## src/rtl/fetch_unit.sv

```systemverilog
// ---------------------------------------------------------------------------
// fetch_unit
// Instruction-fetch stage. Owns the program counter, presents it to a
// combinational word-indexed instruction memory and captures the returned word
// into the IF/ID pipeline register. Handles stalls, branch redirects, flushes
// and halts once the PC runs past the populated ROM.
//
// Ports
//   clk              system clock, rising edge
//   rst              synchronous active-high reset
//   stall_i          hold PC and IF/ID contents
//   flush_i          squash IF/ID contents (bubble)
//   branch_taken_i   redirect PC to branch_target_i
//   branch_target_i  redirect target (word index)
//   imem_pc_o        read address to instruction memory (the PC register)
//   imem_instr_i     instruction word for imem_pc_o, same cycle
//   if_id_instr_o    IF/ID instruction (0 when bubble)
//   if_id_pc_o       IF/ID PC of that instruction
//   if_id_pc_next_o  IF/ID PC + PC_STEP (link value)
//   if_id_valid_o    IF/ID holds a real instruction
//   halted_o         fetch stopped, PC out of range
//
// state | meaning
// ------+-------------------------------------------------------------
// RUN   | fetching one word per cycle while PC is inside the ROM
// HALT  | PC ran out of range; only reset or an in-range branch leaves
// ---------------------------------------------------------------------------
module fetch_unit #(
   parameter int IMEM_DEPTH = 400,
   parameter int RESET_PC   = 0,
   parameter int PC_STEP    = 1
) (
   input  logic        clk,
   input  logic        rst,
   input  logic        stall_i,
   input  logic        flush_i,
   input  logic        branch_taken_i,
   input  logic [31:0] branch_target_i,
   output logic [31:0] imem_pc_o,
   input  logic [31:0] imem_instr_i,
   output logic [31:0] if_id_instr_o,
   output logic [31:0] if_id_pc_o,
   output logic [31:0] if_id_pc_next_o,
   output logic        if_id_valid_o,
   output logic        halted_o
);

   typedef enum logic {
      RUN  = 1'b0,
      HALT = 1'b1
   } state_t;

   localparam logic [31:0] DEPTH_W = 32'(IMEM_DEPTH);
   localparam logic [31:0] STEP_W  = 32'(PC_STEP);
   localparam logic [31:0] RST_PC  = 32'(RESET_PC);

   state_t      state, state_nxt;
   logic [31:0] pc, pc_nxt;
   logic [31:0] instr_q, instr_nxt;
   logic [31:0] ipc_q, ipc_nxt;
   logic [31:0] ipcn_q, ipcn_nxt;
   logic        valid_q, valid_nxt;

   always_ff @(posedge clk) begin
      if (rst) begin
         state   <= RUN;
         pc      <= RST_PC;
         instr_q <= '0;
         ipc_q   <= '0;
         ipcn_q  <= '0;
         valid_q <= 1'b0;
      end else begin
         state   <= state_nxt;
         pc      <= pc_nxt;
         instr_q <= instr_nxt;
         ipc_q   <= ipc_nxt;
         ipcn_q  <= ipcn_nxt;
         valid_q <= valid_nxt;
      end
   end

   always_comb begin
      state_nxt = state;
      pc_nxt    = pc;
      instr_nxt = instr_q;
      ipc_nxt   = ipc_q;
      ipcn_nxt  = ipcn_q;
      valid_nxt = valid_q;

      if (branch_taken_i) begin
         // Redirect wins over stall and flush; the wrong-path word is squashed.
         pc_nxt    = branch_target_i;
         valid_nxt = 1'b0;
         instr_nxt = '0;
         state_nxt = (branch_target_i < DEPTH_W) ? RUN : HALT;
      end else if (flush_i) begin
         // Bubble goes in even under a stall; PC holds either way.
         valid_nxt = 1'b0;
         instr_nxt = '0;
      end else if (stall_i) begin
         // hold everything
      end else if (state == RUN && pc < DEPTH_W) begin
         instr_nxt = imem_instr_i;
         ipc_nxt   = pc;
         ipcn_nxt  = pc + STEP_W;
         valid_nxt = 1'b1;
         pc_nxt    = pc + STEP_W;
      end else begin
         // Past the ROM (or already halted): never fetch, keep emitting bubbles.
         valid_nxt = 1'b0;
         instr_nxt = '0;
         state_nxt = HALT;
      end
   end

   assign imem_pc_o       = pc;
   assign if_id_instr_o   = instr_q;
   assign if_id_pc_o      = ipc_q;
   assign if_id_pc_next_o = ipcn_q;
   assign if_id_valid_o   = valid_q;
   assign halted_o        = (state == HALT);

endmodule

```

## config.mk

```make
export PLATFORM = sky130hd
export DESIGN_NAME = fetch_unit
export DESIGN_NICKNAME = d
export VERILOG_FILES = /design/src/rtl/fetch_unit.sv
export SDC_FILE = /design/constraint.sdc
export NUM_CORES = 1
export LEC_CHECK = 0
export CORE_ASPECT_RATIO = 1.4
export CORE_MARGIN = 4
export CORE_UTILIZATION = 25
export CTS_CLUSTER_DIAMETER = 40
export DETAILED_ROUTE_END_ITERATION = 10
export SLEW_MARGIN = 10
export SYNTH_ARGS = -nofsm -noshare
export SYNTH_HDL_FRONTEND = slang
export SYNTH_SLANG_ARGS = --single-unit
```

## constraint.sdc

```tcl
create_clock -name clk -period 6.55 [get_ports clk]
set_clock_uncertainty 0.1 [all_clocks]
set_input_delay 1.31 -clock clk [delete_from_list [all_inputs] [get_ports clk]]
set_output_delay 1.31 -clock clk [all_outputs]
set_load 0.01 [all_outputs]
```

==> flow_summary.json <==
{
  "status": "finished clean",
  "drt-wirelength-per-cell_microns": 15.8,
  "viasPerCell": 4.38,
  "worstSkewPairLatency_ns": 0.42,
  "r2r-start": "imem_pc_o[17]",
  "tritoncts": "yes",
  "finalCritPeriodShare_pct": 57.1,
  "synth_common_cells": "dfxtp_1 (130), nor2_1 (64), and2_1 (49), a22oi_1 (32), a22o_1 (23)",
  "cts_resized": 0,
  "clk_pin_slew_ns": 0.06,
  "p_leak_nw": 2.60,
  "track_usage_pct": 13.6,
  "drive_above_1_share_pct": 8.05,
  "ios": 199,
  "worst_slack_ns": 2.81,
  "core-area_sq_um": 17400,
  "min_period_ns": 3.74,
  "std_cell_rows": 57,
  "hold_viol": 0,
  "dpl_cell_area_sq_um": 6630,
  "async_flop_share_pct": 0,
  "drtIter0Drc": 151,
  "synth_edf_count": 0,
  "holdPathEnd": "if_id_pc_next_o[20]",
  "hpwl_mm": 10.1,
  "end_kind": "flip-flop",
  "synth-main-ff-cell": "dfxtp_1",
  "reg2reg_setup_slack_ns": 3.73,
  "crit-reg2reg-capture": "if_id_pc_o[29]",
  "synth_top_area_share_pct": 58.7,
  "rsz0062_at_grt": "false",
  "yosys.area.top_type": "dfxtp_1",
  "globalRoute.totalOverflow": 0,
  "max_clock_freq_ghz": 0.267,
  "nFillCells": 1731,
  "slew_violations": 0,
  "vias": 3750,
  "start_kind": "primary input",
  "grt_max_degree": 47,
  "synth_most_common_cell": "dfxtp_1",
  "fp.dieH_microns": 166,
  "cts_max_path_buffers": 2,
  "htree_levels": 4,
  "yosys_warnings": 0,
  "final_antenna_net_count": 0,
  "crit_type": "in -> reg",
  "worst-r2r-cell-count": 6,
  "critPathRequiredTime_ns": 6.75,
  "dieArea_sq_um": 20000,
  "crit_arrival_ns": 3.94,
  "fin_area_sq_um": 7290,
  "worstHoldPathType": "reg -> reg",
  "grt_pass1_vias": 3959,
  "syn_inst": 412,
  "relSlewSlack_pct": 51.8,
  "post-place-ws_ns": 2.26,
  "setup_violations": 0,
  "drt_pass1_iterations": 4,
  "antennaDiodeCount": 0,
  "cts_root_buffer": "clkbuf_16",
  "holdPathStages": 1,
  "p_per_area_nw_per_um2": 274,
  "start_util_pct": 25.5,
  "hp-start": "if_id_pc_next_o[20]",
  "ys_seq_area_share_pct": 58.7,
  "ys_ff_latch": 130,
  "synthTopCellsByArea": "dfxtp_1 (59%), and2_1 (6.9%), a22oi_1 (5.4%)",
  "antenna_found_initial": 1,
  "cts_hold_buf": 0,
  "syn_nets": 482,
  "maxCapViolations": 0,
  "ir_drop_uv": 125,
  "clock-sinks": 130,
  "cts_buffers": 17,
  "drc_errors": 0,
  "worstPathMaxFanout": 46,
  "area_delta_synth_final_pct": 64.4,
  "drt-total-wl_mm": 13.5,
  "setup_tns_ns": 0,
  "netlist_area_sq_um": 4430,
  "synth_cell_types": 39,
  "placement.io_buffers": 198,
  "postCtsSetupRepairBufs": 0,
  "final_nets": 678,
  "gp_congestion": 0.814,
  "die_width_microns": 121,
  "avgSynthCellArea_sq_um": 10.8,
  "worst_pin_slew_ns": 0.721,
  "grt_pass1_wl_mm": 21.1
}
[how the worst max path moves through the flow]
stage | from | endpoint | slack [ns] | depth (start not counted)
after detailed placement | stall_i | if_id_pc_next_o[9] | 2.26 | 7
after global routing | stall_i | if_id_pc_o[29] | 2.68 | 7
final | stall_i | if_id_pc_o[29] | 2.81 | 7
after global placement | stall_i | if_id_pc_o[14] | 2.31 | 7
after floorplan | stall_i | if_id_pc_next_o[13] | 3.52 | 6
after CTS | stall_i | if_id_pc_next_o[16] | 2.71 | 7
[power by group]
group / switching [W] / internal, W / leakage (nW) / total [W]
logic: 0.0000573 / 0.0000759 / 1.23 / 0.000133
registers: 0.0000161 / 0.000804 / 1.05 / 0.000820
clock network: 0.000362 / 0.000680 / 0.322 / 0.00104
[through the flow]
step / cells / hold slack, ns / total power [W] / util (%)
after floorplan: 412 / 0.399 / 0.000885 / -
final: 857 / 0.356 / 0.00200 / 41.9
after global placement: 825 / 0.342 / 0.000969 / 38.1
after CTS: 857 / 0.361 / 0.00203 / 41.8
after global routing: 857 / 0.363 / 0.00207 / 41.9
after detailed placement: 825 / 0.344 / 0.000971 / 38.1
[layer usage]
metal  vias to the layer above  track usage, %  part of all wire (%)
li1                       1849               -                     -
met1                      1746            14.4                    39
met2                       130            23.2                    51
met3                        23            5.69                   7.6
met4                         2            6.96                   2.7
met5                         -               0                 0.081
[area by class of cell]
cell class | count | area, sq um | area share, %
sequential | 130 | 2600 | 35.7
timing repair buffer | 204 | 2030 | 27.8
multi-input combinational | 253 | 1700 | 23.3
clock buffer | 17 | 425 | 5.84
tap | 236 | 295 | 4.05
clock inverter | 15 | 230 | 3.16
inverter | 2 | 7.51 | 0.103
[logic make-up (layout without fill, tap and decap cells)]
group | Yosys count | in the layout | synth area share (%)
and+or+nand+nor | 150 | 150 | 18.0
DFF | 130 | 130 | 58.7
AOI/OAI and AO/OA | 77 | 77 | 14.6
buffers and inverters | 29 | 238 | 3.08
muxes | 13 | 13 | 2.94
xor gates and xnor gates | 12 | 12 | 2.37
adders and majority gates | 1 | 1 | 0.282
[critical path: stages]
cell and delay (ns):
clkdlybuf4s50_1 0.41, buf_4 0.28, or4_1 0.61, nor3_4 0.57, buf_4 0.36, nor2_4 0.18, and2_1 0.22
[flip-flops by register name, summed over array words and instances, names as in the netlist]
signal	flops
imem_pc_o	32
if_id_instr_o	32
if_id_pc_next_o	32
if_id_valid_o	1
if_id_pc_o	32
halted_o	1
[placed cells by master, fill, tap and decap left out, types with 3 or more instances in the layout]
cell             count
clkdlybuf4s50_1    198
dfxtp_1            130
nor2_1              64
and2_1              49
a22oi_1             32
a22o_1              23
clkbuf_16           17
nor4_1              13
mux2i_1             13
xnor2_1              7
a211oi_2             6
buf_4                6
xor2_1               5
a221o_1              5
a211oi_1             5
bufinv_16            5
clkinv_4             5
nand3_1              4
nand2_1              3
inv_6                3
Power figures use the tool's default switching activity.
